--- src/rtl/fixed_pkg.sv ---
`default_nettype none
// ============================================================================
//  Module      : fixed_pkg
//  Description : Shared constants and the controller state type for the
//                fixed-predictor encoder.
//                  SAMPLE_W  - default PCM sample width
//                  RES_W     - default residual width (order-4 worst case)
//                  MAX_ORDER - highest legal predictor order
//                  ACC_W     - width of the optional |residual| accumulators
//  Revision    : 1.0 - initial release
// ============================================================================
package fixed_pkg;

    localparam int SAMPLE_W  = 16;
    localparam int RES_W     = SAMPLE_W + 4;
    localparam int MAX_ORDER = 4;
    localparam int ACC_W     = 32;

    typedef enum logic [1:0] {
        IDLE   = 2'd0,
        WARMUP = 2'd1,
        RUN    = 2'd2
    } fixedState_e;

endpackage : fixed_pkg
`default_nettype wire

--- src/rtl/fixed_residual.sv ---
`default_nettype none
// ============================================================================
//  Module      : fixed_residual
//  Description : Combinational fixed-predictor residual calculator. Produces
//                the order 0..4 residuals of the current sample against the
//                four previous samples, all at RES_W bits signed.
//  Ports       : iX0          current sample x[n]
//                iX1..iX4     history x[n-1]..x[n-4]
//                oR0..oR4     residuals for orders 0..4
//  Revision    : 1.0 - initial release
// ============================================================================
module fixed_residual #(
    parameter int SAMPLE_W = fixed_pkg::SAMPLE_W,
    parameter int RES_W    = SAMPLE_W + 4
) (
    input  logic signed [SAMPLE_W-1:0] iX0,
    input  logic signed [SAMPLE_W-1:0] iX1,
    input  logic signed [SAMPLE_W-1:0] iX2,
    input  logic signed [SAMPLE_W-1:0] iX3,
    input  logic signed [SAMPLE_W-1:0] iX4,
    output logic signed [RES_W-1:0]    oR0,
    output logic signed [RES_W-1:0]    oR1,
    output logic signed [RES_W-1:0]    oR2,
    output logic signed [RES_W-1:0]    oR3,
    output logic signed [RES_W-1:0]    oR4
);
    import fixed_pkg::*;

    logic signed [RES_W-1:0] wX0, wX1, wX2, wX3, wX4;

    assign wX0 = {{(RES_W-SAMPLE_W){iX0[SAMPLE_W-1]}}, iX0};
    assign wX1 = {{(RES_W-SAMPLE_W){iX1[SAMPLE_W-1]}}, iX1};
    assign wX2 = {{(RES_W-SAMPLE_W){iX2[SAMPLE_W-1]}}, iX2};
    assign wX3 = {{(RES_W-SAMPLE_W){iX3[SAMPLE_W-1]}}, iX3};
    assign wX4 = {{(RES_W-SAMPLE_W){iX4[SAMPLE_W-1]}}, iX4};

    // Binomial coefficients built from shifts and adds so every term stays
    // at RES_W bits; the worst-case magnitude (16 * 2^(SAMPLE_W-1)) fits.
    assign oR0 = wX0;
    assign oR1 = wX0 - wX1;
    assign oR2 = wX0 - (wX1 <<< 1) + wX2;
    assign oR3 = wX0 - ((wX1 <<< 1) + wX1) + ((wX2 <<< 1) + wX2) - wX3;
    assign oR4 = wX0 - (wX1 <<< 2) + ((wX2 <<< 2) + (wX2 <<< 1))
               - (wX3 <<< 2) + wX4;

endmodule : fixed_residual
`default_nettype wire

--- src/rtl/fixed_encoder.sv ---
`default_nettype none
// ============================================================================
//  Module      : fixed_encoder
//  Description : Fixed-predictor (orders 0..4) PCM residual encoder. The
//                order is latched on the first enabled sample after reset;
//                the first N samples are passed through verbatim as warm-up,
//                after which the order-N residual is emitted one cycle after
//                each consumed sample.
//  Ports       : iClock, iReset        clock, async active-high reset
//                iEnable, iOrder,      sample strobe, requested order,
//                iSample               signed PCM sample
//                oData, oValid,        residual / warm-up sample, strobe,
//                oWarmup, oError       warm-up qualifier, sticky bad-order
//  Option      : FIXED_ENCODER_ABSSUM_EN adds oAbsSum0..oAbsSum4 (running
//                sums of |r0|..|r4| from sample index 4 on, RUN phase) and
//                oBestOrder (index of the smallest sum, lowest on ties).
//  Revision    : 1.0 - initial release
// ============================================================================
module fixed_encoder #(
    parameter int SAMPLE_W = fixed_pkg::SAMPLE_W,
    parameter int RES_W    = SAMPLE_W + 4
) (
    input  logic                       iClock,
    input  logic                       iReset,
    input  logic                       iEnable,
    input  logic [7:0]                 iOrder,
    input  logic signed [SAMPLE_W-1:0] iSample,
    output logic signed [RES_W-1:0]    oData,
    output logic                       oValid,
    output logic                       oWarmup,
    output logic                       oError
`ifdef FIXED_ENCODER_ABSSUM_EN
    ,
    output logic [31:0]                oAbsSum0,
    output logic [31:0]                oAbsSum1,
    output logic [31:0]                oAbsSum2,
    output logic [31:0]                oAbsSum3,
    output logic [31:0]                oAbsSum4,
    output logic [2:0]                 oBestOrder
`endif
);
    import fixed_pkg::*;

    fixedState_e              rState;
    logic [2:0]               rOrder;
    logic [2:0]               rWarmCnt;
    logic signed [SAMPLE_W-1:0] rHist [0:3];   // x[n-1] .. x[n-4]

    logic signed [RES_W-1:0]  wR0, wR1, wR2, wR3, wR4;
    logic signed [RES_W-1:0]  wSel;
    logic signed [RES_W-1:0]  wSext;
    logic                     wOrderLegal;

    fixed_residual #(
        .SAMPLE_W (SAMPLE_W),
        .RES_W    (RES_W)
    ) uResidual (
        .iX0 (iSample),
        .iX1 (rHist[0]),
        .iX2 (rHist[1]),
        .iX3 (rHist[2]),
        .iX4 (rHist[3]),
        .oR0 (wR0),
        .oR1 (wR1),
        .oR2 (wR2),
        .oR3 (wR3),
        .oR4 (wR4)
    );

    assign wSext       = {{(RES_W-SAMPLE_W){iSample[SAMPLE_W-1]}}, iSample};
    assign wOrderLegal = (iOrder <= 8'(MAX_ORDER));

    always_comb begin
        wSel = wR0;
        case (rOrder)
            3'd0:    wSel = wR0;
            3'd1:    wSel = wR1;
            3'd2:    wSel = wR2;
            3'd3:    wSel = wR3;
            default: wSel = wR4;
        endcase
    end

    // History advances on every enabled cycle and nowhere else, so idle gaps
    // leave the predictor context untouched.
    always_ff @(posedge iClock or posedge iReset) begin
        if (iReset) begin
            for (int i = 0; i < 4; i++) begin
                rHist[i] <= '0;
            end
        end else if (iEnable) begin
            rHist[0] <= iSample;
            rHist[1] <= rHist[0];
            rHist[2] <= rHist[1];
            rHist[3] <= rHist[2];
        end
    end

    always_ff @(posedge iClock or posedge iReset) begin
        if (iReset) begin
            rState   <= IDLE;
            rOrder   <= 3'd0;
            rWarmCnt <= 3'd0;
            oData    <= '0;
            oValid   <= 1'b0;
            oWarmup  <= 1'b0;
            oError   <= 1'b0;
        end else begin
            oValid <= 1'b0;
            if (iEnable) begin
                case (rState)
                    IDLE: begin
                        // Once an illegal order was seen, stay parked here
                        // and swallow every sample until reset.
                        if (!oError) begin
                            if (!wOrderLegal) begin
                                oError <= 1'b1;
                            end else begin
                                rOrder <= iOrder[2:0];
                                oValid <= 1'b1;
                                if (iOrder == 8'd0) begin
                                    rState  <= RUN;
                                    oData   <= wR0;
                                    oWarmup <= 1'b0;
                                end else begin
                                    rWarmCnt <= 3'd1;
                                    oData    <= wSext;
                                    oWarmup  <= 1'b1;
                                    rState   <= (iOrder == 8'd1) ? RUN : WARMUP;
                                end
                            end
                        end
                    end
                    WARMUP: begin
                        oValid   <= 1'b1;
                        oData    <= wSext;
                        oWarmup  <= 1'b1;
                        rWarmCnt <= rWarmCnt + 3'd1;
                        if ((rWarmCnt + 3'd1) == rOrder) begin
                            rState <= RUN;
                        end
                    end
                    RUN: begin
                        oValid  <= 1'b1;
                        oData   <= wSel;
                        oWarmup <= 1'b0;
                    end
                    default: begin
                        rState <= IDLE;
                    end
                endcase
            end
        end
    end

`ifdef FIXED_ENCODER_ABSSUM_EN
    logic [2:0]              rSampleCnt;     // samples consumed, saturates at 4
    logic [ACC_W-1:0]        rAbsSum [0:4];
    logic signed [RES_W-1:0] wRes    [0:4];
    logic                    wResidualCycle;
    logic                    wAccumulate;

    assign wRes[0] = wR0;
    assign wRes[1] = wR1;
    assign wRes[2] = wR2;
    assign wRes[3] = wR3;
    assign wRes[4] = wR4;

    // A residual is produced this cycle in RUN, or in IDLE when an order-0
    // stream starts.
    assign wResidualCycle = iEnable &&
                            ((rState == RUN) ||
                             ((rState == IDLE) && !oError && (iOrder == 8'd0)));
    assign wAccumulate    = wResidualCycle && (rSampleCnt == 3'd4);

    always_ff @(posedge iClock or posedge iReset) begin
        if (iReset) begin
            rSampleCnt <= 3'd0;
        end else if (iEnable && !oError && wOrderLegal | (rState != IDLE)) begin
            if (rSampleCnt != 3'd4) begin
                rSampleCnt <= rSampleCnt + 3'd1;
            end
        end
    end

    for (genvar g = 0; g < 5; g++) begin : g_absAcc
        logic signed [RES_W-1:0] wAbs;
        assign wAbs = wRes[g][RES_W-1] ? -wRes[g] : wRes[g];
        always_ff @(posedge iClock or posedge iReset) begin
            if (iReset) begin
                rAbsSum[g] <= '0;
            end else if (wAccumulate) begin
                rAbsSum[g] <= rAbsSum[g] + {{(ACC_W-RES_W){1'b0}}, wAbs};
            end
        end
    end

    assign oAbsSum0 = rAbsSum[0];
    assign oAbsSum1 = rAbsSum[1];
    assign oAbsSum2 = rAbsSum[2];
    assign oAbsSum3 = rAbsSum[3];
    assign oAbsSum4 = rAbsSum[4];

    always_comb begin
        logic [ACC_W-1:0] best;
        best       = rAbsSum[0];
        oBestOrder = 3'd0;
        for (int i = 1; i < 5; i++) begin
            // Strict compare keeps the lowest index on ties.
            if (rAbsSum[i] < best) begin
                best       = rAbsSum[i];
                oBestOrder = 3'(i);
            end
        end
    end
`endif

endmodule : fixed_encoder
`default_nettype wire
--- config.mk ---
export PLATFORM = sky130hd
export DESIGN_NAME = fixed_encoder
export DESIGN_NICKNAME = d
export VERILOG_FILES = /design/src/rtl/fixed_pkg.sv /design/src/rtl/fixed_residual.sv /design/src/rtl/fixed_encoder.sv
export SDC_FILE = /design/constraint.sdc
export NUM_CORES = 1
export LEC_CHECK = 0
export ABC_CLOCK_PERIOD_IN_PS = 12400
export CORE_MARGIN = 1
export CORE_UTILIZATION = 55
export CTS_BUF_LIST = sky130_fd_sc_hd__clkbuf_4
export CTS_CLUSTER_DIAMETER = 100
export DETAILED_ROUTE_END_ITERATION = 10
export DONT_BUFFER_PORTS = 1
export MAX_ROUTING_LAYER = met4
export PLACE_DENSITY_LB_ADDON = 0.2
export SLEW_MARGIN = 5
export SYNTH_ARGS = -nofsm -noshare
export SYNTH_HDL_FRONTEND = slang
export SYNTH_SLANG_ARGS = --single-unit
export TNS_END_PERCENT = 1
--- constraint.sdc ---
create_clock -name iClock -period 12.4 [get_ports iClock]
set_input_delay 2.48 -clock iClock [delete_from_list [all_inputs] [get_ports iClock]]
set_output_delay 2.48 -clock iClock [all_outputs]
set_load 0.005 [all_outputs]
# Yosys cells after proc, flatten, opt, wreduce, memory -nomap -nowiden

Cells that the tools add are included.

$add $sub $neg: 14
$mul: 0
Divide/modulo/power cells: 0
Magnitude comparators: 1
Equality and inequality tests: 11
Shift operators: 0
Multiplexer cells: 24
Bitwise logic cells: 2
Reduce and logical (&&, ||, !) cells: 11

Operators with widths:

| kind               | number |
|---|---|
| $pmux 20 s4        | 1 |
| $pmux 20 s3        | 1 |
| $mux 20            | 2 |
| $sub 16x18->19     | 2 |
| $add 17x16->18     | 2 |
| $add 19x19->20     | 1 |
| $add 20x16->20     | 1 |
| $add 20x20->20     | 1 |
| $sub 20x16->20     | 1 |
| $sub 20x18->20     | 1 |
| $add 18x16->19     | 1 |
| $add 18x17->19     | 1 |
| $sub 16x17->18     | 1 |
| $sub 16x16->17     | 1 |
| $mux 2             | 5 |
| $reduce_and 5->1   | 2 |
| $mux 3             | 3 |
| $eq 8x1->1 const B | 1 |
| $le 8x3->1 const B | 1 |
| $logic_not 8->1    | 1 |
| $mux 1             | 8 |
| $ne 2x2->1 const B | 4 |
| $reduce_and 4->1   | 2 |
| $eq 3x2->1 const B | 2 |
| other kinds (16)   | 17 |

Register bits: 95
Bits in latches: 0
RAM bits: 0
Memory bits (read-only): 0
Input bits: 27
Output and inout port bits: 23
Word-level logic and storage cells: 74
Memories kept: 0

# Logic depth before layout (Yosys ltp)

Depth in word-level cells: 6
Gate-level depth with buffers: 24
Mapped depth without buffers: 24

# By module

A second synthesis with hierarchy kept.

Cell total of the unflattened synthesis: 1285
Area, all modules: 12321.8 um^2

By module, submodules not included:

| module         | times used | cells an instance | area each (um^2) | sequential area each (um^2) |
|---|---|---|---|---|
| fixed_residual | 1          | 856               | 7294.5           | 0.0 |
| fixed_encoder  | 1          | 429               | 5027.3           | 2377.3 |

# Least setup slack after synthesis

OpenSTA, ideal clock, no wires.

Path type: input -> register
Start: input iSample[2]
End: register oData[17]
Library setup time: 146 ps
Arrival: 6846 ps
Data required time: 12254 ps
Slack: 5408 ps
Stages on the path: 22
Cells stage by stage: fa_1 > ha_1 > nor2b_1 > o21ai_0 > a21boi_0 > o21ai_0 > a21boi_0 > nor2_1 > or2_2 > nand2_1 > xnor2_1 > fa_1 > ha_1 > a21o_1 > a21o_1 > a21oi_1 > a2bb2oi_1 > o311ai_0 > xor2_1 > a211o_1 > a21oi_1 > a311oi_1

Cells in the longest elaborated chain, start to end: 6
Elaborated cells between the ends (all ways): 12
Classes of those cells: add/sub: 10; mux: 2

RTL lines:

| item                 | RTL line             | RTL |
|---|---|---|
| from (decl)          | fixed_encoder.sv:27  | `input logic signed [SAMPLE_W-1:0] iSample,` |
| $sub 16x18->19       | fixed_residual.sv:43 | `assign oR4 = wX0 - (wX1 <<< 2) + ((wX2 <<< 2) + (wX2 <<< 1))` |
| $add 19x19->20       | fixed_residual.sv:43 |  |
| $sub 20x18->20       | fixed_residual.sv:44 | `- (wX3 <<< 2) + wX4;` |
| $add 20x16->20       | fixed_residual.sv:44 |  |
| $pmux 20 s4 *        | fixed_encoder.sv:75  | `case (rOrder)` |
| $pmux 20 s3 *        | fixed_encoder.sv:111 | `case (rState)` |
| to (signal assigned) | fixed_encoder.sv:123 | `oData <= wR0;` |
| to (signal assigned) | fixed_encoder.sv:127 | `oData <= wSext;` |
| to (signal assigned) | fixed_encoder.sv:136 | `oData <= wSext;` |
| to (decl)            | fixed_encoder.sv:28  | `output logic signed [RES_W-1:0] oData,` |

Every way passes the cells marked *; elsewhere a longest branch is shown, timed or not.
A chain may end at the register's enable or synchronous reset.

# Worst setup path in the final report

Same ends and word-level chain as after synthesis.

==> summary.txt <==
Clock network
  • Clock root buffer: clkbuf_4
  • Clk_lat worst skew: approximately 0.53 ns
  • Post-CTS Setup Inserts: 0
  • CTS Buf Count: 9
  • Htree depth: 3
  • CTS clk-pin slew, worst paths: 0.18 ns
  • Max Root-Sink Buffers: 2
  • Clk sinks: 95
  • Post-CTS Resized: 0
  • Hold Buf Count CTS: 0
  • CTS tree: yes

Min path
  • Worst hold path type: flop to flop

STA
  • Period utilization: 0.5776
  • Worst slew margin: 0.3059
  • RSZ-0062 raised after global routing: false
  • Final-report hold violation count: 0
  • Final setup fails: 0
  • Setup TNS: 0 ns
  • Skew final: ~0.028 ns
  • Fmax: 139.6 MHz
  • Final slew viol count: 0
  • Fin crit period: about 7.2 ns
  • Least-Margin Pin Slew: 1.037 ns

Floorplan
  • I/O Pins: 50
  • Row count: 53
  • Die Span Y: 148.3 µm
  • Initial Utilization: 0.5601
  • Core Area: 0.02102 mm²
  • Die area: 0.02200 mm²
  • DIE WIDTH: between 100 and 150 µm

Drt
  • DRT Wirelength: 30,430 µm
  • Routed length per placed instance: 19.14 µm
  • DR vias/cell: approximately 5.8
  • Drt first pass iters: 5
  • Drt drc: 0
  • DRT antenna net count: 0
  • Vias: between 9k and 10k
  • Initial drt markers: 570

Place
  • Placer Congestion: 0.9498
  • Cells after DPL: approximately 1.6k
  • Post-DP Area: approximately 0.012 mm²
  • Final HPWL DP: between 20,000 and 25,000 µm
  • # port buffers: 0

Synth
  • Register area share after synthesis: 0.2019
  • Post-synth cell types: 72
  • Most frequent cell after synthesis: inv_1
  • FF+latch count, synth: 95
  • Synth warn: 0
  • Post-synth EDFFs: 0
  • Post-synth ARST share: 1.000
  • Synth cell count leaders: 224 x inv_1, 117 x ha_1, 116 x fa_1
  • Synthesized netlist cell count: 1,321
  • Mapped cell area: 0.01177 mm²
  • Leading area contributor after synthesis: dfrtp_1
  • Top_reg_cell synth: dfrtp_1
  • Share of the synthesized area in the top cell type: 0.2019
  • Top area cells in the synthesized netlist: dfrtp_1 20%, fa_1 20%, ha_1 12%, inv_1 7.1%, o21ai_0 4.6%
  • Synth Area per Inst: ~8.9 µm²
  • Syn nets: roughly 1.6k

GRT
  • GR met2 Demand/Resource: 0.5028
  • GRT Overall Usage: 0.3031
  • Initial antenna violation count: 2
  • Grt met1 use: 0.3609
  • Total gr overflow: 0
  • Global-route layer with the greatest usage: met2
  • Largest net degree at the start of global routing: 117
  • First-pass GRT wire length: 49,280 µm
  • Vias in the first global route: 9,159
  • Met3 Use GR: 0.05000

Setup path
  • WP data arrival: 7.55 ns
  • Crit path largest cell delay: 0.55 ns
  • CP Max Fanout: 6
  • CP cell instances: fa_1 -> ha_1 -> nor2b_1 -> o21ai_0 -> a21boi_0 -> o21ai_0 -> nand2b_1 -> a21o_1 -> a211oi_1 -> nor2_1 -> fa_1 -> ha_1 -> a21o_1 -> a31o_2 -> o41ai_2 -> o311ai_0 -> xor2_1 -> a211o_1 -> a21oi_1 -> a311oi_1
  • Kind of critical path: input port to flop
  • Worst Setup End Kind: flop
  • Critical Path RT: 12.79 ns
  • CP max stage cell: o41ai_2
  • Crit path max-delay family: compound AO/OA/AOI/OAI gates
  • CP startpoint kind: input port
  • Buf/Inv on CP: 0

Power and ir drop
  • P per Cell Area: 276.6 mW/mm²
  • LEAKAGE: 5.865 nW
  • VDD IR-drop max: 0.1977 mV

Flow run
  • Max Cap Viol: 0

Layout
  • Non-filler cells, final: 1,590
  • Final nets: 1,568
  • Final non-filler cell area: 0.01219 mm²
  • Layout cell share with drive strength beyond 1: 0.04798
  • Filler cell count: 1,889
  • Area delta synth->final: 3.496%

Run status
  • Status: complete, no violations
-- cell type report --
class	count	area, µm²	area share
Multi-Input combinational cell	974	8442	0.6928
Sequential cell	95	2377	0.1951
Inverter	224	843.3	0.06921
Tap cell	275	344.1	0.02824
Clock inverter	7	76.32	0.006263
Clock buffer	9	67.56	0.005545
Timing Repair Buffer	4	30.03	0.002464
Antenna cell	2	5.005	0.0004107
-- kinds of logic after synthesis --
kind of cell | synth area share
buffers and inverters | 0.08108
and+or+nand+nor | 0.1080
adders and majority gates | 0.3216
AOI/OAI and AO/OA | 0.1920
muxes | 0.02922
DFF | 0.2019
xor gates and xnor gates | 0.06621
-- layer usage --
| layer | vias to the layer above | share of wire |
|---|---|---|
| met5 | - | 0 |
| met4 | 0 | 0.045 |
| met3 | 70 | 0.044 |
| met2 | 231 | 0.49 |
| met1 | 4542 | 0.42 |
| li1 | 4452 | - |
-- layout by cell type (no fill, tap or decap), types with 4 or more instances in the layout --
cell,Yosys,final
o21ai_0,108,108
nand2b_1,18,18
and3_1,6,6
o21bai_1,10,10
a22oi_1,7,7
a221oi_1,10,10
mux2_2,23,23
buf_4,0,4
nand2_1,114,114
nor2_1,63,63
inv_1,224,223
or2_2,5,5
nand4_1,5,5
dfrtp_1,95,95
or3_1,9,9
a31o_2,4,4
nor3_1,15,15
mux2i_1,4,4
a211o_1,5,5
o211ai_1,8,8
clkbuf_4,0,9
o22ai_1,5,5
a21oi_1,74,74
o21a_1,12,12
xnor2_1,61,61
nand3_1,18,18
o311ai_0,4,4
ha_1,117,117
xor2_1,28,28
nor2b_1,11,11
fa_1,116,116
a31oi_1,13,13
a21o_1,33,33
a21boi_0,4,4
a211oi_1,10,10
-- metrics by stage --
stage	worst slack (ns)	total power, mW	utilization	hold slack [ns]
after floorplan	5.408	2.489	-	0.4698
after global placement	4.904	3.120	0.5726	0.4809
after detailed placement	4.804	3.150	0.5726	0.4911
after CTS	5.332	3.362	0.5794	0.4879
after global routing	4.827	3.699	0.5797	0.5010
final	5.238	3.371	0.5797	0.4898
-- registers in the layout, summed over array words and instances, names as in the netlist --
register  count
rHist        64
oData        20
rOrder        3
rWarmCnt      3
rState        2
oError        1
oValid        1
oWarmup       1
-- path summary, 6_finish.rpt --
check | depth (start not counted) | slack (ns) | from | endpoint
worst max-delay path | 20 | 5.24 | iSample[2] | oData[17]
worst min-delay path | 1 | 0.49 | rHist[24] | rHist[8]
worst max register to register | 21 | 6.50 | rHist[50] | oData[17]
worst min register to register | 1 | 0.49 | rHist[24] | rHist[8]
max in group asynchronous | 2 | 9.41 | iReset | rHist[42]
min in group asynchronous | 1 | 1.88 | iReset | rWarmCnt[2]
-- where the power goes --
group          leakage [nW]  switching [mW]  internal (mW)  total, mW
sequential             1.17          0.0721          0.376      0.448
clock                0.0807           0.132         0.0641      0.196
combinational          4.61            1.60           1.13       2.73
total                  5.86            1.80           1.57       3.37
Power figures use the tool's default switching activity.
